--- src/rtl/dp_pkg.sv ---
// Shared definitions for the bus datapath: sequencer states and watchdog limit.
package dp_pkg;

  typedef enum logic [1:0] {
    ST_IDLE,
    ST_FETCH,
    ST_DATA,
    ST_DROP
  } state_t;

  localparam int unsigned TIMEOUT_CYCLES = 255;

endpackage

--- src/rtl/prefetch_fifo.sv ---
// Prefetch queue: DEPTH-entry FIFO with synchronous flush (flush beats push/pop).
// Latency: push visible at head next cycle; backpressure: push when full accepted only with a pop.
module prefetch_fifo #(
  parameter int WIDTH = 24,
  parameter int DEPTH = 2
) (
  input  logic             clk,
  input  logic             rst,
  input  logic             flush,
  input  logic             push,
  input  logic [WIDTH-1:0] push_dat,
  input  logic             pop,
  output logic [WIDTH-1:0] pop_dat,
  output logic             empty,
  output logic             full
);

  localparam int AW = (DEPTH > 1) ? $clog2(DEPTH) : 1;
  localparam int CW = $clog2(DEPTH + 1);

  logic [WIDTH-1:0] mem [DEPTH];
  logic [AW-1:0]    rd_ptr;
  logic [AW-1:0]    wr_ptr;
  logic [CW-1:0]    count;
  logic             do_push;
  logic             do_pop;

  function automatic logic [AW-1:0] ptr_next(input logic [AW-1:0] p);
    return (p == AW'(DEPTH - 1)) ? '0 : p + 1'b1;
  endfunction

  assign empty   = (count == '0);
  assign full    = (count == CW'(DEPTH));
  assign do_pop  = pop && !empty;
  assign do_push = push && (!full || do_pop);
  assign pop_dat = mem[rd_ptr];

  always_ff @(posedge clk) begin
    if (do_push) mem[wr_ptr] <= push_dat;
  end

  always_ff @(posedge clk) begin
    if (rst || flush) begin
      rd_ptr <= '0;
      wr_ptr <= '0;
      count  <= '0;
    end else begin
      if (do_push) wr_ptr <= ptr_next(wr_ptr);
      if (do_pop)  rd_ptr <= ptr_next(rd_ptr);
      count <= count + CW'(do_push) - CW'(do_pop);
    end
  end

endmodule

--- src/rtl/bus_datapath.sv ---
// Fetch/data bus sequencer with prefetch queue and stack pointer; BUS_TIMEOUT_EN adds a bus watchdog.
// Latency: bus_ack to ir_valid/rd_valid 1 cycle; backpressure: op waits for IDLE, prefetch stalls when queue full.
module bus_datapath
  import dp_pkg::*;
#(
  parameter int          DATA_W   = 8,
  parameter int          ADDR_W   = 16,
  parameter int          PF_DEPTH = 2,
  parameter int unsigned RESET_PC = 0
) (
  input  logic              clk,
  input  logic              rst,
  output logic              ir_valid,
  input  logic              ir_ready,
  output logic [DATA_W-1:0] ir_data,
  output logic [ADDR_W-1:0] ir_pc,
  input  logic              pc_load,
  input  logic [ADDR_W-1:0] pc_load_val,
  input  logic              op_valid,
  input  logic              op_we,
  input  logic [ADDR_W-1:0] op_addr,
  input  logic [DATA_W-1:0] op_wdata,
  output logic              op_ready,
  output logic              rd_valid,
  output logic [DATA_W-1:0] rd_data,
  input  logic              sp_inc,
  input  logic              sp_dec,
  input  logic              sp_load,
  input  logic [ADDR_W-1:0] sp_load_val,
  output logic [ADDR_W-1:0] sp,
  output logic              bus_req,
  output logic              bus_we,
  output logic [ADDR_W-1:0] bus_addr,
  output logic [DATA_W-1:0] bus_wdata,
  input  logic              bus_ack,
  input  logic [DATA_W-1:0] bus_rdata,
  output logic              bus_err
);

  typedef struct packed {
    logic [DATA_W-1:0] dat;
    logic [ADDR_W-1:0] pc;
  } pf_entry_t;

  state_t            state;
  logic [ADDR_W-1:0] fetch_pc;
  pf_entry_t         push_ent;
  pf_entry_t         head_ent;
  logic              pf_push;
  logic              pf_pop;
  logic              pf_empty;
  logic              pf_full;
  logic              tmo_hit;

  // A redirect coinciding with the fetch ack makes that opcode stale.
  assign pf_push  = (state == ST_FETCH) && bus_ack && !pc_load;
  assign pf_pop   = ir_valid && ir_ready;
  assign push_ent = '{dat: bus_rdata, pc: bus_addr};

  prefetch_fifo #(
    .WIDTH($bits(pf_entry_t)),
    .DEPTH(PF_DEPTH)
  ) u_pf (
    .clk     (clk),
    .rst     (rst),
    .flush   (pc_load),
    .push    (pf_push),
    .push_dat(push_ent),
    .pop     (pf_pop),
    .pop_dat (head_ent),
    .empty   (pf_empty),
    .full    (pf_full)
  );

  assign ir_valid = !pf_empty;
  assign ir_data  = head_ent.dat;
  assign ir_pc    = head_ent.pc;
  assign op_ready = !rst && (state == ST_IDLE) && op_valid;

`ifdef BUS_TIMEOUT_EN
  logic [7:0] tmo_cnt;

  // tmo_cnt counts cycles already spent waiting, so the abort lands on the last allowed cycle.
  assign tmo_hit = (state != ST_IDLE) && !bus_ack && (tmo_cnt == 8'(TIMEOUT_CYCLES - 1));

  always_ff @(posedge clk) begin
    if (rst) begin
      tmo_cnt <= '0;
      bus_err <= 1'b0;
    end else begin
      tmo_cnt <= (state == ST_IDLE || bus_ack) ? 8'd0 : tmo_cnt + 8'd1;
      if (tmo_hit) bus_err <= 1'b1;
    end
  end
`else
  assign tmo_hit = 1'b0;
  assign bus_err = 1'b0;
`endif

  always_ff @(posedge clk) begin
    if (rst) begin
      state     <= ST_IDLE;
      fetch_pc  <= ADDR_W'(RESET_PC);
      bus_req   <= 1'b0;
      bus_we    <= 1'b0;
      bus_addr  <= '0;
      bus_wdata <= '0;
      rd_valid  <= 1'b0;
      rd_data   <= '0;
    end else begin
      rd_valid <= 1'b0;
      if (pc_load) fetch_pc <= pc_load_val;
      case (state)
        ST_IDLE: begin
          if (op_valid) begin
            state     <= ST_DATA;
            bus_req   <= 1'b1;
            bus_we    <= op_we;
            bus_addr  <= op_addr;
            bus_wdata <= op_wdata;
          end else if (!pf_full && !pc_load) begin
            state    <= ST_FETCH;
            bus_req  <= 1'b1;
            bus_we   <= 1'b0;
            bus_addr <= fetch_pc;
          end
        end
        ST_FETCH: begin
          if (bus_ack) begin
            state   <= ST_IDLE;
            bus_req <= 1'b0;
            if (!pc_load) fetch_pc <= fetch_pc + 1'b1;
          end else if (tmo_hit) begin
            state   <= ST_IDLE;
            bus_req <= 1'b0;
          end else if (pc_load) begin
            state <= ST_DROP;
          end
        end
        ST_DATA: begin
          if (bus_ack) begin
            state   <= ST_IDLE;
            bus_req <= 1'b0;
            if (!bus_we) begin
              rd_valid <= 1'b1;
              rd_data  <= bus_rdata;
            end
          end else if (tmo_hit) begin
            state   <= ST_IDLE;
            bus_req <= 1'b0;
            if (!bus_we) begin
              rd_valid <= 1'b1;
              rd_data  <= '1;
            end
          end
        end
        ST_DROP: begin
          if (bus_ack || tmo_hit) begin
            state   <= ST_IDLE;
            bus_req <= 1'b0;
          end
        end
        default: state <= ST_IDLE;
      endcase
    end
  end

  always_ff @(posedge clk) begin
    if (rst)                    sp <= '0;
    else if (sp_load)           sp <= sp_load_val;
    else if (sp_inc && !sp_dec) sp <= sp + 1'b1;
    else if (sp_dec && !sp_inc) sp <= sp - 1'b1;
  end

endmodule

--- config.mk ---
export PLATFORM = sky130hd
export DESIGN_NAME = bus_datapath
export DESIGN_NICKNAME = d
export VERILOG_FILES = /design/src/rtl/dp_pkg.sv /design/src/rtl/prefetch_fifo.sv /design/src/rtl/bus_datapath.sv
export SDC_FILE = /design/constraint.sdc
export NUM_CORES = 1
export LEC_CHECK = 0
export CORE_UTILIZATION = 49
export DETAILED_ROUTE_END_ITERATION = 8
export GPL_TIMING_DRIVEN = 0
export HOLD_SLACK_MARGIN = 0.05
export PLACE_DENSITY = 0.81
export SYNTH_ARGS = -nofsm -noshare
export SYNTH_HDL_FRONTEND = slang
export SYNTH_SLANG_ARGS = --single-unit
--- constraint.sdc ---
create_clock -name clk -period 6 [get_ports clk]
set_clock_uncertainty 0.1 [all_clocks]
set_input_delay 1.8 -clock clk [delete_from_list [all_inputs] [get_ports clk]]
set_output_delay 1.8 -clock clk [all_outputs]
set_load 0.01 [all_outputs]
==> results of run 1 <==
## critical path: cells and delay by family
| kind | cells | cell delay [ns] |
|---|---|---|
| AND/OR/NAND/NOR | 2 | 0.44 |
| buffers and inverters | 4 | 1.68 |
## power by group through the flow
stage                     clock network (uW)  registers [uW]  logic, uW
after floorplan                            0             971        234
after global placement                     0             965        413
after detailed placement                   0             968        427
after CTS                                954             953        432
after global routing                     995             959        472
final                                    947             953        432
## cells by family after synthesis
family                   after synthesis  share of synthesized area (%)
buffers and inverters                 51                           3.65
AND/OR/NAND/NOR                      165                           13.1
multiplexers                          49                           9.13
adder cells (fa/ha/maj)               20                           4.50
AO/OA/AOI/OAI                        129                           14.5
flip-flops                           122                           51.0
other                                  1                         0.0655
XOR/XNOR                              26                           3.98
## through the flow
step / hold WS, ns / instances
after floorplan: 0.379 / 563
final: 0.359 / 888
after CTS: 0.356 / 888
after detailed placement: 0.349 / 857
after global routing: 0.382 / 888
after global placement: 0.343 / 854
## state kept, by name (all words and copies together), names as in the netlist, 2 cells and up, named ones only
register	count
u_pf.count	2
bus_addr	16
rd_data	8
sp	16
fetch_pc	16
bus_wdata	8
state	2
u_pf.mem	48
## metal layers
| layer | part of all wire (%) | vias to the layer above |
|---|---|---|
| met2 | 52 | 181 |
| li1 | - | 2355 |
| met5 | 0 | - |
| met3 | 5.7 | 31 |
| met1 | 41 | 2336 |
| met4 | 1.9 | 0 |
## synth_stat cells, types with 2 or more instances
master / count / area (sq um)
a211oi_1: 22 / 165
nor2b_1: 8 / 50.1
nand4_1: 6 / 37.5
o21ai_0: 18 / 90.1
edfxtp_1: 48 / 1440
inv_1: 17 / 63.8
buf_2: 4 / 20.0
nor2_1: 62 / 233
nor3b_1: 3 / 22.5
clkbuf_1: 16 / 60.1
a21oi_1: 52 / 260
buf_1: 10 / 37.5
a21o_1: 8 / 60.1
and2_1: 4 / 25.0
o31ai_1: 2 / 15.0
nand2_1: 54 / 203
o21a_1: 2 / 15.0
a22oi_1: 2 / 15.0
nor4_1: 2 / 12.5
mux2i_1: 23 / 230
dfxtp_1: 74 / 1480
xnor2_1: 15 / 131
ha_1: 19 / 238
nand3_1: 5 / 25.0
o211ai_1: 4 / 30.0
nand2b_1: 2 / 12.5
mux2_2: 26 / 293
or3_1: 2 / 12.5
nor3_1: 6 / 30.0
xor2_1: 11 / 96.3
## cell type report
| type | count | area, sq um |
|---|---|---|
| sequential | 122 | 2920 |
| inverter | 18 | 67.6 |
| tap | 143 | 179 |
| fill | 820 | 3450 |
| clock buffer | 17 | 425 |
| timing repair buffer | 151 | 1500 |
| clock inverter | 14 | 125 |
| multi-input combinational | 390 | 2600 |
| buffer | 33 | 141 |
## path summary, 6_finish.rpt
check           start  endpoint  cells after the start
max          op_valid  op_ready                      6
min           bus_req   bus_req                      2
max reg2reg     sp[0]    sp[14]                      9
min reg2reg   bus_req   bus_req                      2
==> impl_metrics.json, run 1 <==
{
  "wl_per_cell_um": 17.6,
  "worstMarginPinSlew_ns": 1.14,
  "cp_cell_sequence": "clkdlybuf4s50_1 > buf_2 > buf_2 > nand2_1 > nor2_1 > clkdlybuf4s50_1",
  "min_period_ns": 5.82,
  "hold_viol_final": 0,
  "final_common_cell": "clkdlybuf4s50_1",
  "clock-sinks": 122,
  "fin_ws_ns": 0.178,
  "layout-drive-gt1-share_pct": 10.7,
  "grt_overflow": 0,
  "cts_root_buffer": "clkbuf_16",
  "p_comb_share_pct": 18.5,
  "start_util_pct": 50.2,
  "hp-class": "reg -> reg",
  "final.period_utilization_pct": 97.0,
  "syn_to_final_growth_pct": 39.1,
  "worstPathMaxFanout": 10,
  "fin_area_sq_mm": 0.00797,
  "end_kind": "primary output",
  "layout_common_cells": "clkdlybuf4s50_1 (148), dfxtp_1 (74), nor2_1 (62)",
  "grt_util_met3_pct": 6.17,
  "port_buffers": 148,
  "p_total_uw": 2330,
  "peakVddDrop_mv": 0.180,
  "std_cell_rows": 39,
  "cap_violations": 0,
  "drc_errors": 0,
  "synth_edf_count": 48,
  "syn_avg_cell_area_sq_um": 10.2,
  "worstPathArrival_ns": 3.92,
  "finalSetupTns_ns": 0,
  "rsz0062_at_grt": "no",
  "cp_slowest_stage_delay_ns": 0.56,
  "use_met2_pct": 48.5,
  "pwr-share-seq_pct": 40.9,
  "yosysWarnings": 0,
  "p_int_uw": 1690,
  "grt_antenna_before_repair": 0,
  "grt_pass1_wl_um": 24400,
  "antenna_cells": 0,
  "place_congestion": 0.879,
  "postLayoutCoreUtil_pct": 69.8,
  "chipHeight_um": 110,
  "ios": 152,
  "postCtsHoldBufs": 0,
  "drtIter0Drc": 302,
  "synth_area_sq_mm": 0.00573,
  "clkPwrFrac_pct": 40.6,
  "grtUsageMet1_pct": 30.5,
  "yosysSeqAreaShare_pct": 51.0,
  "p_sw_uw": 637,
  "num_vias": 4903,
  "final-setup-viol-count": 0,
  "cts_tree": "built",
  "cp-start-kind": "input port",
  "syn-num-nets": 657,
  "grt_max_degree": 25,
  "postCtsSetupBuffers": 0,
  "async_reset_ff_share_pct": 0,
  "slew_viol_final": 0,
  "crit_required_ns": 4.10,
  "fmax_mhz": 172,
  "critPathSlowestCell": "clkdlybuf4s50_1",
  "ys_ff_latch": 122,
  "clock_path_buffers": 2,
  "cts_resized": 0,
  "yosysUniqueCellTypes": 66,
  "grt_pass1_vias": 4855,
  "p_per_area_mw_per_mm2": 293,
  "syn_inst": 563,
  "place_area_sq_mm": 0.00742,
  "hpwlAfterDp_um": 11300,
  "nets": 827,
  "dp_slack_ns": 0.202,
  "avgViaCountPerCell": 5.52,
  "htree_levels": 4,
  "core-area_sq_mm": 0.0114,
  "final_antenna_net_count": 0,
  "synth_flop_cell": "dfxtp_1",
  "criticalPathCategory": "in -> out",
  "die-width_um": 110,
  "first_pass_iters": 5,
  "grt_busiest_layer": "met2",
  "die_area_sq_mm": 0.0121,
  "track_usage_pct": 26.8,
  "clkLatencyLatePin_ns": 0.41,
  "status": "completed",
  "numCtsBuffers": 17,
  "drt_wl_total_um": 15600,
  "switching_share_pct": 27.3,
  "p_leak_uw": 0.00302,
  "clk_pin_slew_ns": 0.06,
  "relSlewSlack_pct": 24.2,
  "r2r_slack_ns": 3.31
}
(Power assumes the default switching activity.)
==> run 2: changes to the inputs <==
--- a/config.mk
+++ b/config.mk
@@ -10,6 +10,7 @@
 export GPL_TIMING_DRIVEN = 0
 export HOLD_SLACK_MARGIN = 0.05
 export PLACE_DENSITY = 0.81
+export SLEW_MARGIN = 20
 export SYNTH_ARGS = -nofsm -noshare
 export SYNTH_HDL_FRONTEND = slang
 export SYNTH_SLANG_ARGS = --single-unit
==> impl_metrics.json, run 2 (synthesized netlist as in run 1, its figures left out) <==
{
  "fin_area_sq_mm": 0.00803,
  "postCtsHoldBufs": 0,
  "core-area_sq_mm": 0.0114,
  "grt_antenna_before_repair": 1,
  "clkLatencyLatePin_ns": 0.41,
  "first_pass_iters": 4,
  "worstMarginPinSlew_ns": 0.788,
  "cts_tree": "built",
  "hpwlAfterDp_um": 11300,
  "grt_max_degree": 25,
  "cts_resized": 0,
  "drt_wl_total_um": 15600,
  "end_kind": "primary output",
  "critPathSlowestCell": "clkdlybuf4s50_1",
  "use_met2_pct": 47.4,
  "hold_viol_final": 0,
  "crit_required_ns": 4.10,
  "criticalPathCategory": "in -> out",
  "multi_input_area_sq_mm": 0.00260,
  "largest_reg_flops": 48,
  "grt_pass1_vias": 4763,
  "grtUsageMet1_pct": 30.3,
  "relSlewSlack_pct": 47.0,
  "rsz0062_at_grt": "no",
  "cts_root_buffer": "clkbuf_16",
  "drc_errors": 0,
  "final_common_cell": "clkdlybuf4s50_1",
  "layout-drive-gt1-share_pct": 10.9,
  "layout_common_cells": "clkdlybuf4s50_1 (148), dfxtp_1 (74), nor2_1 (62)",
  "clock-sinks": 122,
  "grt_busiest_layer": "met2",
  "place_area_sq_mm": 0.00741,
  "p_per_area_mw_per_mm2": 306,
  "n_fill_cell": 797,
  "seq_area_sq_mm": 0.00292,
  "ios": 152,
  "postCtsSetupBuffers": 0,
  "port_buffers": 148,
  "status": "completed",
  "cp-start-kind": "input port",
  "antenna_cells": 0,
  "drtIter0Drc": 311,
  "grt_util_met3_pct": 6.29,
  "wl_per_cell_um": 17.6,
  "hp-class": "reg -> reg",
  "track_usage_pct": 26.4,
  "worstPathArrival_ns": 3.93,
  "std_cell_rows": 39,
  "clock_path_buffers": 2,
  "die_area_sq_mm": 0.0121,
  "grt_pass1_wl_um": 24000,
  "p_total_uw": 2450,
  "p_leak_uw": 0.00305,
  "die-width_um": 110,
  "chipHeight_um": 110,
  "dp.cells": 857,
  "finalSetupTns_ns": 0,
  "final-setup-viol-count": 0,
  "clk_pin_slew_ns": 0.06,
  "num_vias": 4948,
  "cp_slowest_stage_delay_ns": 0.56,
  "top_register": "u_pf.mem",
  "peakVddDrop_mv": 0.228,
  "slew_viol_final": 0,
  "place_congestion": 0.879,
  "syn_to_final_growth_pct": 40.2,
  "cp_cell_sequence": "clkdlybuf4s50_1 > buf_2 > buf_2 > nand2_1 > nor2_1 > clkdlybuf4s50_1",
  "nets": 827,
  "htree_levels": 4,
  "numCtsBuffers": 17,
  "final_antenna_net_count": 0,
  "cap_violations": 0,
  "worstPathMaxFanout": 10,
  "fmax_mhz": 172,
  "min_period_ns": 5.83,
  "start_util_pct": 50.2,
  "fin_cells": 889,
  "avgViaCountPerCell": 5.57,
  "grt_overflow": 0,
  "final.period_utilization_pct": 97.2
}
## run 2: final timing paths
| path | start | to | slack, ns | cells past startpoint |
|---|---|---|---|---|
| max | op_valid | op_ready | 0.17 | 6 |
| max reg2reg | sp[0] | sp[14] | 3.34 | 9 |
| min reg2reg | bus_wdata[4] | bus_wdata[4] | 0.36 | 2 |
| min | bus_wdata[4] | bus_wdata[4] | 0.36 | 2 |
## run 2: area by class of cell
cell class | count | share of cell area, %
plain buffers | 33 | 1.76
flip-flops and latches | 122 | 36.4
inverters | 18 | 0.842
repair buffers | 151 | 18.7
multi-input cells | 390 | 32.4
clock inverters | 14 | 2.32
clock buffers | 18 | 5.35
well taps | 143 | 2.23
## run 2: through the flow
step / utilization, % / hold slack (ns) / worst slack (ns)
floorplan: - / 0.379 / 0.745
global placement: 64.7 / 0.343 / -0.765
detailed placement: 64.9 / 0.349 / 0.200
CTS: 70.3 / 0.359 / 0.167
global route: 70.3 / 0.379 / 0.0654
finish: 70.3 / 0.359 / 0.169
## run 2: metal layers
layer  share of wire (%)  vias to the layer above
met2                  50                      177
li1                    -                     2360
met5                0.12                        -
met4                 2.1                        2
met1                  41                     2380
met3                 6.6                       29
## run 2: worst max-delay path, delay by kind of cell
kind / cells / cell delay [ns]
simple gates: 2 / 0.42
buf+inv: 4 / 1.71
## run 2: report_power, final
part           switching [uW]  internal, uW
logic                     216           218
registers                44.0           909
clock network             403           665
==> run 3: changes to the inputs <==
--- a/config.mk
+++ b/config.mk
@@ -8,7 +8,6 @@
 export CORE_UTILIZATION = 49
 export DETAILED_ROUTE_END_ITERATION = 8
 export GPL_TIMING_DRIVEN = 0
-export HOLD_SLACK_MARGIN = 0.05
 export PLACE_DENSITY = 0.81
 export SLEW_MARGIN = 20
 export SYNTH_ARGS = -nofsm -noshare
==> results of run 3 <==
The final DEF is identical to that of run 2; final timing and power are the same.
